<file path="src/rtl/mux_scan_if.sv">
// Handshake bundle for mux_scan: channel data/select/enables in, registered word plus valid/ready out.
interface mux_scan_if #(
    parameter int WIDTH    = 3,
    parameter int CHANNELS = 4,
    parameter int SEL_W    = 2
);
    logic                      mode;
    logic [SEL_W-1:0]          s;
    logic [CHANNELS*WIDTH-1:0] din;
    logic [CHANNELS-1:0]       ch_en;
    logic                      out_ready;
    logic [WIDTH-1:0]          f;
    logic [SEL_W-1:0]          f_ch;
    logic                      f_valid;

    modport master (
        output mode, s, din, ch_en, out_ready,
        input  f, f_ch, f_valid
    );

    modport slave (
        input  mode, s, din, ch_en, out_ready,
        output f, f_ch, f_valid
    );
endinterface

</file>
<file path="src/rtl/mux_scan.sv">
// Channel multiplexer with a one-word registered output stage; manual select or round-robin scan
// over an enable mask, with valid/ready backpressure.
module mux_scan #(
    parameter int WIDTH    = 3,
    parameter int CHANNELS = 4,
    parameter int SEL_W    = 2
) (
    input logic       clk,
    input logic       rst,
    mux_scan_if.slave bus
);
    logic [WIDTH-1:0] f_q, f_d;
    logic [SEL_W-1:0] fCh_q, fCh_d;
    logic             fValid_q, fValid_d;
    logic [SEL_W-1:0] ptr_q, ptr_d;
    logic             loadSlot;
    logic             found;
    logic [SEL_W-1:0] scanIdx;
    int               nextIdx;
    logic [WIDTH-1:0] chanData [CHANNELS];

    for (genvar k = 0; k < CHANNELS; k++) begin : g_unpack
        assign chanData[k] = bus.din[k*WIDTH +: WIDTH];
    end

    // A new word may enter only when the stage is empty or its current word leaves this edge.
    assign loadSlot = !fValid_q || bus.out_ready;

    always_comb begin
        f_d      = f_q;
        fCh_d    = fCh_q;
        fValid_d = fValid_q;
        ptr_d    = ptr_q;
        found    = 1'b0;
        scanIdx  = '0;
        nextIdx  = 0;
        if (loadSlot) begin
            if (!bus.mode) begin
                if ({1'b0, bus.s} < (SEL_W+1)'(CHANNELS)) begin
                    f_d      = chanData[bus.s];
                    fCh_d    = bus.s;
                    fValid_d = 1'b1;
                end else begin
                    fValid_d = 1'b0;
                end
            end else begin
                fValid_d = 1'b0;
                // Search starts just after the last served channel and ends on that channel itself.
                for (int i = 1; i <= CHANNELS; i++) begin
                    nextIdx = (int'(ptr_q) + i) % CHANNELS;
                    scanIdx = SEL_W'(nextIdx);
                    if (!found && bus.ch_en[scanIdx]) begin
                        found    = 1'b1;
                        f_d      = chanData[scanIdx];
                        fCh_d    = scanIdx;
                        ptr_d    = scanIdx;
                        fValid_d = 1'b1;
                    end
                end
            end
        end
    end

    always_ff @(posedge clk or posedge rst) begin
        if (rst) begin
            f_q      <= '0;
            fCh_q    <= '0;
            fValid_q <= 1'b0;
            ptr_q    <= SEL_W'(CHANNELS - 1);
        end else begin
            f_q      <= f_d;
            fCh_q    <= fCh_d;
            fValid_q <= fValid_d;
            ptr_q    <= ptr_d;
        end
    end

    assign bus.f       = f_q;
    assign bus.f_ch    = fCh_q;
    assign bus.f_valid = fValid_q;
endmodule

</file>
<file path="src/flat_wrapper.sv">
// flat-port wrapper written by rule: the top's interface ports become plain ports
module mux_scan_flat 
#(
    parameter int WIDTH    = 3,
    parameter int CHANNELS = 4,
    parameter int SEL_W    = 2
)
  (clk, rst, bus_mode, bus_s, bus_din, bus_ch_en, bus_out_ready, bus_f, bus_f_ch, bus_f_valid);
  mux_scan_if #(.WIDTH(WIDTH), .CHANNELS(CHANNELS), .SEL_W(SEL_W)) bus_i ();
  input logic clk;
  input logic rst;
  input wire logic [$bits(bus_i.mode)-1:0] bus_mode;
  input wire logic [$bits(bus_i.s)-1:0] bus_s;
  input wire logic [$bits(bus_i.din)-1:0] bus_din;
  input wire logic [$bits(bus_i.ch_en)-1:0] bus_ch_en;
  input wire logic [$bits(bus_i.out_ready)-1:0] bus_out_ready;
  output wire logic [$bits(bus_i.f)-1:0] bus_f;
  output wire logic [$bits(bus_i.f_ch)-1:0] bus_f_ch;
  output wire logic [$bits(bus_i.f_valid)-1:0] bus_f_valid;
  assign bus_i.mode = bus_mode;
  assign bus_i.s = bus_s;
  assign bus_i.din = bus_din;
  assign bus_i.ch_en = bus_ch_en;
  assign bus_i.out_ready = bus_out_ready;
  assign bus_f = bus_i.f;
  assign bus_f_ch = bus_i.f_ch;
  assign bus_f_valid = bus_i.f_valid;
  mux_scan #(.WIDTH(WIDTH), .CHANNELS(CHANNELS), .SEL_W(SEL_W)) u_core (.clk(clk), .rst(rst), .bus(bus_i));
endmodule
</file>
<file path="config.mk">
export PLATFORM = sky130hd
export DESIGN_NAME = mux_scan_flat
export DESIGN_NICKNAME = d
export VERILOG_FILES = /design/src/rtl/mux_scan_if.sv /design/src/rtl/mux_scan.sv /design/src/flat_wrapper.sv
export SDC_FILE = /design/constraint.sdc
export NUM_CORES = 1
export LEC_CHECK = 0
export ABC_AREA = 1
export CAP_MARGIN = 5
export CORE_MARGIN = 3
export CORE_UTILIZATION = 50
export CTS_BUF_LIST = sky130_fd_sc_hd__clkbuf_4 sky130_fd_sc_hd__clkbuf_8 sky130_fd_sc_hd__clkbuf_16
export DETAILED_ROUTE_END_ITERATION = 7
export DONT_BUFFER_PORTS = 1
export MAX_ROUTING_LAYER = met4
export PLACE_DENSITY = 0.8
export SLEW_MARGIN = 20
export SYNTH_ARGS = -nofsm -noshare
export SYNTH_HDL_FRONTEND = slang
export SYNTH_SLANG_ARGS = --single-unit
</file>
<file path="constraint.sdc">
create_clock -name clk -period 1.56 [get_ports clk]
set_clock_uncertainty 0.1 [all_clocks]
set_input_delay 0.312 -clock clk [delete_from_list [all_inputs] [get_ports clk]]
set_output_delay 0.312 -clock clk [all_outputs]
set_load 0.02 [all_outputs]
</file>
== Yosys cells after proc, flatten, opt, wreduce, memory -nomap -nowiden ==
Cells that the tools add are included.
Storage, ports and cells
  bits in registers: 8
  input bits: 22
Cells by class
  add/sub/neg operators: 4
  magnitude comparators: 9
  eq/ne operators: 1
  muxes and demuxes: 46
  bitwise gates (word level): 5
  reductions and logical operators: 11
Operators with widths (number)
  $mux 3: 15
  $bmux 3 s2: 5
  $mux 1: 17
  $ge 3x3->1 const B: 5
  $not 2->3: 5
  $lt 2x3->1 const B: 4
  $mux 2: 5
  $bmux 1 s2: 4
  $ne 5x1->1 const B: 1
  $add 2x1->2 const B: 2
  $add 2x2->2 const B: 2
  $logic_not 1->1: 4
  $reduce_bool 4->1: 1
  $logic_and 1x1->1: 3
  $reduce_and 3->1: 1
  $reduce_and 2->1: 1
  $logic_or 1x1->1: 1

== Depth between registers and ports, before layout ==
Gate-level depths: netlist of run 1.
  depth in word-level cells: 20
  mapped depth: 13
  gate-level depth less buffers: 12

== Least setup slack after synthesis of run 1 ==
Ideal clock, no wire load.
  path type: register to register
  from: reg u_core.ptr_q[0]
  to: reg u_core.f_q[0] (netlist: u_core.bus.f[0])
  data arrival time: 1482 ps
  slack: -143 ps
  stages on the path, launching flop included: 13
  path buffers: 1
  path through: dfstp_2 buf_6 inv_8 nand2_1 nand2_2 nand2_1 nand2_2 nor2_8 nand4_2 nand2_2 inv_2 nor2_1 a21oi_1
Between the ends
  word-level cells in the longest chain between the ends: 20
  elaborated cells on any way between the ends: 50
Ends and longest elaborated chain
  start: declaration: RTL line mux_scan.sv:15  | logic [SEL_W-1:0] ptr_q, ptr_d;
  start signal: assignment: RTL line mux_scan.sv:69  | ptr_q <= SEL_W'(CHANNELS - 1);
  start signal: assignment: RTL line mux_scan.sv:74  | ptr_q <= ptr_d;
  $add 2x1->2: RTL line mux_scan.sv:50  | nextIdx = (int'(ptr_q) + i) % CHANNELS;
  $bmux 1 s2: RTL line mux_scan.sv:52  | if (!found && bus.ch_en[scanIdx]) begin
  $mux 1 (not written as such): RTL line mux_scan.sv:52
  $mux 1: RTL line mux_scan.sv:52
  $mux 1: RTL line mux_scan.sv:38  | if (!bus.mode) begin
  $mux 1: RTL line mux_scan.sv:37  | if (loadSlot) begin
  $logic_not 1->1: RTL line mux_scan.sv:52
  $logic_and 1x1->1: RTL line mux_scan.sv:52
  [4 not listed]
  $logic_and 1x1->1: RTL line mux_scan.sv:52
  $mux 1: RTL line mux_scan.sv:52
  $mux 1: RTL line mux_scan.sv:38
  $mux 1: RTL line mux_scan.sv:37
  $logic_not 1->1: RTL line mux_scan.sv:52
  $logic_and 1x1->1: RTL line mux_scan.sv:52
  $ne 5x1->1 (no line) or $mux 3 (tied branches)
  $reduce_and 2->1 (no line) or $mux 3 (tied branches)
  end signal: assignment: RTL line mux_scan.sv:66  | f_q <= '0;
  end signal: assignment: RTL line mux_scan.sv:71  | f_q <= f_d;
  end: declaration: RTL line mux_scan.sv:12  | logic [WIDTH-1:0] f_q, f_d;
Parallel ways exist; a longest one is shown, timed or not. The select of a mux whose other input is x is not followed.
A chain may end at the register's enable or synchronous reset.

== Final worst setup path of run 1 ==
  from: reg u_core.ptr_q[0]
  to: reg u_core.ptr_q[0]
Between the ends
  word-level cells in the longest chain between the ends: 20
  elaborated cells on any way between the ends: 33
Ends and longest elaborated chain (RTL line)
  $add 2x1->2: mux_scan.sv:50
  $bmux 1 s2: mux_scan.sv:52
  $mux 1 (not written as such): mux_scan.sv:52
  $mux 1: mux_scan.sv:52
  $mux 1: mux_scan.sv:38
  $mux 1: mux_scan.sv:37
  $logic_not 1->1: mux_scan.sv:52
  $logic_and 1x1->1: mux_scan.sv:52
  [4 not listed]
  $logic_and 1x1->1: mux_scan.sv:52
  $mux 1: mux_scan.sv:52
  $mux 1: mux_scan.sv:38
  $mux 1: mux_scan.sv:37
  $logic_not 1->1: mux_scan.sv:52
  $logic_and 1x1->1: mux_scan.sv:52
  $reduce_bool 4->1 (no line)
  $reduce_and 3->1 (no line)
Parallel ways exist; a longest one is shown, timed or not. The select of a mux whose other input is x is not followed.

==> results of run 1 <==
cells in the mapped netlist (6+ instances only):
cell type / n / share of area, %
o21ai_0: 12 / 4.7
dfrtp_1: 6 / 12
a21oi_1: 8 / 3.1
o21ai_1: 7 / 2.7
inv_1: 23 / 6.7
nor2_1: 12 / 3.5
nand3_1: 27 / 11
nand2_2: 12 / 5.8
nand2_1: 91 / 27
worst max-delay path, cell delays in order, from the launching register on:
cell and delay (ns):
dfstp_2 0.58, buf_12 0.14, inv_12 0.05, nand2_2 0.06, nand2_2 0.09, nand2_4 0.09, nand2_4 0.07, nor2_8 0.17
nand3_1 0.11, nand2_1 0.09, inv_2 0.07, nor2_2 0.17, a31oi_4 0.04
state kept, by name, indices dropped and copies added (netlist names):
signal              count
u_core.bus.f_ch         2
u_core.ptr_q            2
u_core.bus.f            3
u_core.bus.f_valid      1
kinds of logic (layout without fill, tap and decap cells):
logic type / after synthesis / count (layout) / synth area share (%)
AOI/OAI and AO/OA: 33 / 33 / 13.9
buffers and inverters: 37 / 54 / 14.5
DFF: 8 / 8 / 15.8
muxes: 1 / 1 / 0.780
and+or+nand+nor: 152 / 152 / 55.0
path summary, 6_finish.rpt:
| path | endpoint | cells after the start |
|---|---|---|
| max | u_core.ptr_q[0] | 12 |
| min | u_core.bus.f[0] | 2 |
| max reg2reg | u_core.ptr_q[0] | 12 |
| min reg2reg | u_core.bus.f_ch[0] | 2 |
| max in group asynchronous | u_core.ptr_q[0] | 2 |
| min in group asynchronous | u_core.bus.f[1] | 2 |
routing by layer:
layer  global-route usage, %  vias up  part of all wire [%]
li1                        -      768                     -
met1                    29.8      673                    40
met2                    38.4       64                    49
met3                    3.91       16                   7.3
met4                    8.14        0                   3.8
met5                       -        -                     0
power groups by stage:
stage	sequential [uW]	combinational, uW	clock, uW
2_1_floorplan	487	2140	0
3_3_place_gp	548	2680	0
3_5_place_dp	555	2690	0
4_1_cts	524	2980	200
5_1_grt	545	3840	214
6_report	534	3520	199
cell usage in the layout, fill, tap and decap left out, types with 2 or more instances in the layout:
cell type / instances
a21oi_1: 6
a21oi_2: 3
buf_12: 3
buf_4: 17
clkbuf_4: 4
dfrtp_1: 6
dfstp_2: 2
inv_1: 22
inv_2: 2
inv_4: 3
nand2_1: 77
nand2_2: 15
nand2_4: 14
nand3_1: 23
nand3_2: 4
nand4_1: 2
nor2_1: 7
nor2_2: 4
nor2_4: 3
o211ai_1: 2
o21ai_0: 11
o21ai_1: 5
o21ai_2: 2
timing repair:
item / CTS / global route
endpoints found under the hold margin: 6 / 0
resized for setup: 15 / 34
pin swaps: 6 / 16
setup endpoints to repair: 8 / 8
hold buffers: 1 / 0
buffers inserted: 3 / 3
per-stage QoR:
| stage | std cells | TNS, ns | setup slack (ns) | util [%] |
|---|---|---|---|---|
| floorplan | 231 | -0.773 | -0.137 | - |
| global placement | 266 | -2.16 | -0.306 | 60.9 |
| global route | 276 | -3.14 | -0.429 | 72.6 |
| detailed placement | 266 | -2.27 | -0.318 | 60.9 |
| finish | 276 | -2.51 | -0.359 | 72.6 |
| CTS | 273 | -1.70 | -0.231 | 66.1 |
layout make-up:
type	count	area [sq um]	share of cell area, %
Multi-Input combinational cell	186	1080	64.3
Timing Repair Buffer	22	209	12.4
Sequential cell	8	203	12.0
Tap cell	28	35.0	2.08
Inverter	28	125	7.43
Clock buffer	4	30.0	1.78
==> results.ini, run 1 <==
[outcome]
failed_checks = setup timing
outcome = finished, violations left

[layout]
drive_above_1_share_pct = 33.5
syn2layout_area_growth_pct = 31.2
fin_area_sq_um = 1680
nFillCells = 176
n_antenna_cell = 0
layout.nets = 271

[synth]
synth.distinct_cells = 27
ys_seq_area_share_pct = 15.8
syn_area_sq_um = 1280
synthArstFlopShare_pct = 100
synth_edf_count = 0
synthCells = 231
ys_ff_latch = 8
yosysWarnings = 0
synth.avg_cell_area_sq_um = 5.56
synth_fp_nets = 253
synthFlopType = dfrtp_1

[pwr]
combPwrFrac_pct = 82.7
p_sw_uw = 2410
finalPower_uw = 4250
p_int_uw = 1840
power_frac_clock_pct = 4.7
total_leakage_power_uw = 0.000886
powerDensity_nw_per_um2 = 2520
p_sw_share_pct = 56.7
vdd_drop_max_mv = 1.60
power_frac_seq_pct = 12.6

[drt]
drc_errors = 0
wirelength_mm = 3.84
wl_per_cell_um = 13.9
dr_total_vias = 1521
dr.pass1.iters = 4
ant_nets = 0
drtIter0Drc = 88
vias_per_cell = 5.51

[setup_path]
worstPathRequired_ns = 1.64
crit_path_start_kind = register
startpoint = u_core.ptr_q[0]
arrival_ns = 2.00
worstSetupPathType = register to register
r2r-start = u_core.ptr_q[0]
end_kind = register
r2r_slack_ns = -0.36
cp_max_fo = 11

[die]
pin_count = 28
coreArea_sq_um = 2320
die_height_um = 56.7
start_util_pct = 55.4
die_width_um = 56.7
fp.dieArea_sq_um = 3210
rows = 17

[sta]
setup_viol = 8
holdWs_ns = 0.0952
setup_ws_ns = -0.359
period_share_pct = 123
slew_viol_final = 0
rsz0062_at_grt = yes
hold_violations = 0
max_slew_margin_pct = 82.5
layout_min_cycle_time_ns = 1.92
fmax_ghz = 0.521
worst_pin_slew_ns = 0.255

[clock_network]
clockBufferDepth = 2
clkLatencyLatePin_ns = 0.27
cts_htree_levels = 1
numCtsBuffers = 3
cts_sinks = 8
cts_tree = built
root_buffer = clkbuf_4
clk_pin_slew_ns = 0.05

[place]
place_area_sq_um = 1410
gp_congestion = 0.922
io_buffer_count = 0
hpwl_mm = 2.68

[min_path]
min_path_type = input pin to register
holdCritStartpoint = bus_mode

[global_routing]
first_global_vias = 1364
grt-ovfl-total = 0
grt_pass1_wl_mm = 5.95
grt_max_degree = 19
gr-usage-all-layers_pct = 23.8
antenna_found_initial = 0

[job]
max_cap_viol_count = 0

Power figures use the tool's default switching activity.
==> run 2, diff against run 1 <==
--- a/config.mk
+++ b/config.mk
@@ -8,12 +8,12 @@
 export ABC_AREA = 1
 export CAP_MARGIN = 5
 export CORE_MARGIN = 3
-export CORE_UTILIZATION = 50
+export CORE_UTILIZATION = 45
 export CTS_BUF_LIST = sky130_fd_sc_hd__clkbuf_4 sky130_fd_sc_hd__clkbuf_8 sky130_fd_sc_hd__clkbuf_16
 export DETAILED_ROUTE_END_ITERATION = 7
 export DONT_BUFFER_PORTS = 1
 export MAX_ROUTING_LAYER = met4
-export PLACE_DENSITY = 0.8
+export PLACE_DENSITY = 0.74
 export SLEW_MARGIN = 20
 export SYNTH_ARGS = -nofsm -noshare
 export SYNTH_HDL_FRONTEND = slang
==> run 2 against run 1 <==
Compared with the run above:
- the run still ends with setup timing left
- final cell count up 1.1%
- sequential cell count unchanged
- largest power group unchanged
- count of clock-buffer cells in the layout unchanged
- setup slack better by 0.089 ns
- worst hold slack better by 0.0038 ns
- largest cell class unchanged
- critical endpoint is now u_core.bus.f[1]
==> results.ini, run 2 (synthesized netlist as in run 1, its figures left out) <==
[setup_path]
end_kind = register
crit_chain = buf_12, inv_12, nand2_2, nand2_4, nand2_2, nand2_4, nor2_8, nand4_2, nand2_4, inv_2, nor2_1, a21oi_1
worstSetupPathType = register to register
cp_slowest_cell = dfstp_2
cp_max_fo = 11  ; unchanged
crit_path_start_kind = register
arrival_ns = 1.87  ; -0.13 ns
r2r-start = u_core.ptr_q[0]
critPathMostFrequentCell = nand2_4
startpoint = u_core.ptr_q[0]
critPathMaxStageDelay_ns = 0.56  ; -0.02 ns
worstPathRequired_ns = 1.60  ; -0.04 ns

[die]
coreArea_sq_um = 2590  ; +12%
fp.dieArea_sq_um = 3530  ; +9.9%
rows = 18  ; +1
start_util_pct = 49.6  ; -5.8 points
die_height_um = 59.4  ; +4.8%
die_width_um = 59.4  ; +4.8%
pin_count = 28  ; unchanged

[place]
gp_congestion = 0.937  ; +1.6%
hpwl_mm = 2.77  ; +3.3%
dp_cells = 268  ; +0.75%
place_area_sq_um = 1410  ; +0.18%
io_buffer_count = 0  ; unchanged

[pwr]
p_int_uw = 1740  ; -5.5%
total_leakage_power_uw = 0.000853  ; -3.7%
powerDensity_nw_per_um2 = 2450  ; -3.1%
power_frac_clock_pct = 5.0  ; +0.3 points
p_sw_uw = 2130  ; -12%
vdd_drop_max_mv = 1.57  ; -2.3%
p_sw_share_pct = 55.0  ; -1.7 points
combPwrFrac_pct = 81.9  ; -0.8 points
power_frac_seq_pct = 13.2  ; +0.6 points

[drt]
dr_total_vias = 1475  ; -3.0%
drc_errors = 0  ; unchanged
wl_per_cell_um = 12.3  ; -12%
drtIter0Drc = 87  ; -1.1%
dr.pass1.iters = 4  ; unchanged
vias_per_cell = 5.29  ; -4.1%
ant_nets = 0  ; unchanged
wirelength_mm = 3.43  ; -11%

[sta]
max_slew_margin_pct = 80.0  ; -2.5 points
worst_pin_slew_ns = 0.300  ; +0.0447 ns
slew_viol_final = 0  ; unchanged
period_share_pct = 117  ; -5.7 points
setup_viol = 8  ; unchanged
layout_min_cycle_time_ns = 1.83  ; -0.0885 ns
hold_violations = 0  ; unchanged
tns_ns = -1.73  ; +0.784 ns
fmax_ghz = 0.546  ; +4.8%
holdWs_ns = 0.0990  ; +0.00380 ns
rsz0062_at_grt = yes
setup_ws_ns = -0.271  ; +0.0885 ns

[clock_network]
cts_sinks = 8  ; unchanged
numCtsBuffers = 3  ; unchanged
cts_htree_levels = 1  ; unchanged
root_buffer = clkbuf_4
clkLatencyLatePin_ns = 0.26  ; about the same
clockBufferDepth = 2  ; unchanged
cts_tree = built
clk_pin_slew_ns = 0.06  ; about the same

[layout]
layout.nets = 272  ; +0.37%
drive_above_1_share_pct = 28.1  ; -5.4 points
syn2layout_area_growth_pct = 23.1
fin_area_sq_um = 1580  ; -6.2%
fin_cells = 279  ; +1.1%
mostFrequentLayoutCells = nand2_1, nand3_1, inv_1
mostFrequentLayoutCell = nand2_1
largest_register_ffs = 3  ; unchanged
n_antenna_cell = 0  ; unchanged

[outcome]
outcome = finished, violations left
failed_checks = setup timing

[min_path]
min_path_type = input pin to register
holdCritStartpoint = bus_mode

[global_routing]
grt_pass1_wl_mm = 5.75  ; -3.4%
grt-ovfl-total = 0  ; unchanged
first_global_vias = 1374  ; +0.73%
grt_max_degree = 17  ; -2
gr-usage-all-layers_pct = 21.5  ; -2.3 points
antenna_found_initial = 0  ; unchanged

[job]
max_cap_viol_count = 0  ; unchanged

[run 2: changes by cell type in the layout (fill, tap and decap cells not counted), moves of 3 or more]
cell / delta
nand2_1: +5
nand2_4: -4
nor2_1: +4
buf_4: +3
[run 2: through the flow]
stage               worst slack [ns]  utilization, %  total power, uW
floorplan                     -0.137               -             2630
global placement              -0.314            54.6             3280
detailed placement            -0.339            54.6             3300
CTS                           -0.279            59.0             3710
global route                  -0.388            61.0             4260
finish                        -0.271            61.0             3870
[run 2: path summary, 6_finish.rpt]
check	to	slack, ns	cells after the start
worst max-delay path	u_core.bus.f[1]	-0.27	12
worst min-delay path	u_core.bus.f[0]	0.1	2
worst max register to register	u_core.bus.f[1]	-0.27	12
worst min register to register	u_core.bus.f_ch[1]	0.54	2
max in group asynchronous	u_core.ptr_q[0]	0.74	2
min in group asynchronous	u_core.bus.f[0]	0.33	2
[run 2: per-layer routing]
metal | wire length [um] | up-vias | GRT usage (%)
met5 | 0 | - | -
met4 | 46 | 0 | 5.83
met3 | 175 | 6 | 4.79
met2 | 1610 | 34 | 33.1
met1 | 1590 | 662 | 28.2
li1 | - | 773 | -
[run 2: power by group through the flow]
stage          clock, uW  combinational (uW)  sequential, uW
2_1_floorplan          0                2140             487
3_3_place_gp           0                2720             557
3_5_place_dp           0                2740             558
4_1_cts              197                2990             516
5_1_grt              209                3530             519
6_report             193                3160             509
[run 2: worst max-delay path, delay by kind of cell (launching register included)]
| family | cells | cell delay [ns] |
|---|---|---|
| compound gates | 1 | 0.06 |
| flops | 1 | 0.56 |
| simple gates | 8 | 0.74 |
| buf+inv | 3 | 0.23 |
[run 2: layout make-up]
cell class / instances / area, sq um
tap: 30 / 37.5
inverter: 28 / 123
timing repair buffer: 23 / 200
clock buffer: 4 / 30.0
sequential: 8 / 203
multi-input combinational: 186 / 987
fill: 257 / 1010
[run 2: timing repair]
action                                 in CTS  in global routing
hold buffers                                1                  0
pin swaps                                   2                  2
setup endpoints to repair                   8                  8
gates resized for setup                    10                 11
buffers inserted                            4                  2
endpoints found under the hold margin       6                  0
==> run 3, diff against run 2 <==
--- a/config.mk
+++ b/config.mk
@@ -14,6 +14,7 @@
 export DONT_BUFFER_PORTS = 1
 export MAX_ROUTING_LAYER = met4
 export PLACE_DENSITY = 0.74
+export SETUP_SLACK_MARGIN = 0.5
 export SLEW_MARGIN = 20
 export SYNTH_ARGS = -nofsm -noshare
 export SYNTH_HDL_FRONTEND = slang
==> run 3 against run 2 <==
Compared with the run above:
- the flow still finishes with violations (setup timing)
- sequential cell count did not move
- routed wire length rose by 2.2%
- critical path type unchanged
- register-to-register slack got worse by 0.02 ns
==> results.ini, run 3 (synthesized netlist as in run 1, its figures left out) <==
[drt]
drtIter0Drc = 81  ; -6.9%
vias_per_cell = 5.32  ; +0.61%
ant_nets = 0  ; unchanged
drc_errors = 0  ; unchanged
wl_per_cell_um = 12.5  ; +2.2%
dr_total_vias = 1484  ; +0.61%
dr.pass1.iters = 4  ; unchanged
wirelength_mm = 3.50  ; +2.2%

[setup_path]
cp_max_fo = 11  ; unchanged
worstPathRequired_ns = 1.61  ; about the same
worstSetupPathType = register to register
crit_path_start_kind = register
r2r_slack_ns = -0.30  ; -0.02 ns
reg2reg_depth = 13  ; +1
timing.rr.end = u_core.bus.f[2]
r2r-start = u_core.ptr_q[0]
arrival_ns = 1.91  ; +0.04 ns
end_kind = register

[layout]
nFillCells = 254  ; -1.2%
mostFrequentLayoutCells = nand2_1, nand3_1, inv_1
drive_above_1_share_pct = 31.7  ; +3.6 points
layout.nets = 272  ; unchanged
multi_input_area_sq_um = 1010  ; +2.3%
regArea_sq_um = 209  ; +3.1%
mostFrequentLayoutCell = nand2_1
syn2layout_area_growth_pct = 26.1
n_antenna_cell = 0  ; unchanged
largest_register_ffs = 3  ; unchanged
fin_cells = 279  ; unchanged

[sta]
layout_min_cycle_time_ns = 1.86  ; +0.0248 ns
setup_ws_ns = -0.296  ; -0.0248 ns
slew_viol_final = 0  ; unchanged
setup_viol = 8  ; unchanged
fmax_ghz = 0.539  ; -1.3%
worst_pin_slew_ns = 0.287  ; -0.0123 ns
holdWs_ns = 0.112  ; +0.0126 ns
period_share_pct = 119  ; +1.6 points
hold_violations = 0  ; unchanged
max_slew_margin_pct = 80.8  ; +0.82 points
rsz0062_at_grt = yes

[outcome]
failed_checks = setup timing
outcome = finished, violations left

[pwr]
p_int_uw = 1800  ; +3.3%
vdd_drop_max_mv = 1.58  ; +0.73%
p_sw_uw = 2200  ; +3.6%
powerDensity_nw_per_um2 = 2470  ; +0.98%
combPwrFrac_pct = 82.0  ; about the same
total_leakage_power_uw = 0.000855  ; +0.22%
power_frac_seq_pct = 13.2  ; about the same
p_sw_share_pct = 55.1  ; +0.065 points
power_frac_clock_pct = 4.8  ; -0.2 points

[die]
die_width_um = 59.4  ; unchanged
fp.dieArea_sq_um = 3530  ; unchanged
start_util_pct = 49.6  ; unchanged
pin_count = 28  ; unchanged
coreArea_sq_um = 2590  ; unchanged
rows = 18  ; unchanged
die_height_um = 59.4  ; unchanged

[global_routing]
first_global_vias = 1392  ; +1.3%
grt-ovfl-total = 0  ; unchanged
antenna_found_initial = 0  ; unchanged
grt_max_degree = 17  ; unchanged
gr-usage-all-layers_pct = 21.8  ; +0.33 points
grt_pass1_wl_mm = 5.86  ; +1.8%

[clock_network]
cts_htree_levels = 1  ; unchanged
root_buffer = clkbuf_4
clk_pin_slew_ns = 0.06  ; about the same
numCtsBuffers = 3  ; unchanged
cts_tree = built
clockBufferDepth = 2  ; unchanged
cts_sinks = 8  ; unchanged
clkLatencyLatePin_ns = 0.26  ; about the same

[place]
dp_cells = 268  ; unchanged
gp_congestion = 0.937  ; unchanged
io_buffer_count = 0  ; unchanged
hpwl_mm = 2.77  ; unchanged

[min_path]
holdCritStartpoint = bus_mode
min_path_type = input pin to register
hold_path_depth = 2  ; unchanged
holdPathEnd = u_core.bus.f[0]

[job]
max_cap_viol_count = 0  ; unchanged

-- run 3: per-stage QoR --
stage / worst slack, ns / power [uW] / utilization (%) / area [sq um] / setup TNS [ns]
floorplan: -0.137 / 2630 / - / 1320 / -0.773
global placement: -0.314 / 3280 / 54.6 / 1410 / -2.13
detailed placement: -0.339 / 3300 / 54.6 / 1410 / -2.25
CTS: -0.279 / 3720 / 59.3 / 1540 / -1.76
global route: -0.403 / 4400 / 62.5 / 1620 / -2.82
finish: -0.296 / 4000 / 62.5 / 1620 / -1.89
-- run 3: routing by layer --
layer / vias up / global-route usage [%] / wire length, um
met5: - / - / 0
met4: 0 / 4.21 / 47
met3: 6 / 4.58 / 276
met2: 56 / 34.5 / 1670
met1: 647 / 28.8 / 1510
li1: 775 / - / -
-- run 3: repair_timing --
action	CTS	global route
setup buffers	4	2
gates resized for setup	15	20
hold buffers	1	0
pin swaps	2	3
hold endpoints to repair	6	0
endpoints found under the setup margin	14	14
-- run 3: final cells by class --
class                      count  share of cell area, %
inverter                      28                   7.73
clock buffer                   4                   1.85
tap                           30                   2.32
sequential                     8                   12.9
multi-input combinational    186                   62.4
timing repair buffer          23                   12.8
-- run 3: power groups by stage --
stage / Sequential (uW) / Combinational (uW) / Clock, uW
finish: 529 / 3280 / 190
global route: 538 / 3650 / 212
CTS: 529 / 3000 / 197
detailed placement: 558 / 2740 / 0
global placement: 557 / 2720 / 0
floorplan: 487 / 2140 / 0
-- run 3: critical path, stage by stage, from the launching register on --
cell	delay, ns
dfstp_2	0.56
buf_12	0.13
inv_12	0.05
nand2_2	0.07
nand2_4	0.07
nand2_1	0.08
nand2_2	0.09
inv_6	0.11
buf_4	0.13
nand4_1	0.09
nand2_1	0.09
inv_1	0.04
nand2_1	0.08
a21oi_2	0.05
-- run 3: worst max path at each step --
stage	startpoint	endpoint	slack, ns	depth (start not counted)
floorplan	u_core.ptr_q[0]	u_core.bus.f[0]	-0.14	12
global route	u_core.ptr_q[0]	u_core.bus.f[0]	-0.40	11
CTS	u_core.ptr_q[0]	u_core.bus.f[1]	-0.28	13
global placement	u_core.ptr_q[0]	u_core.bus.f[1]	-0.31	11
detailed placement	u_core.ptr_q[0]	u_core.bus.f[1]	-0.34	11
finish	u_core.ptr_q[0]	u_core.bus.f[2]	-0.30	13
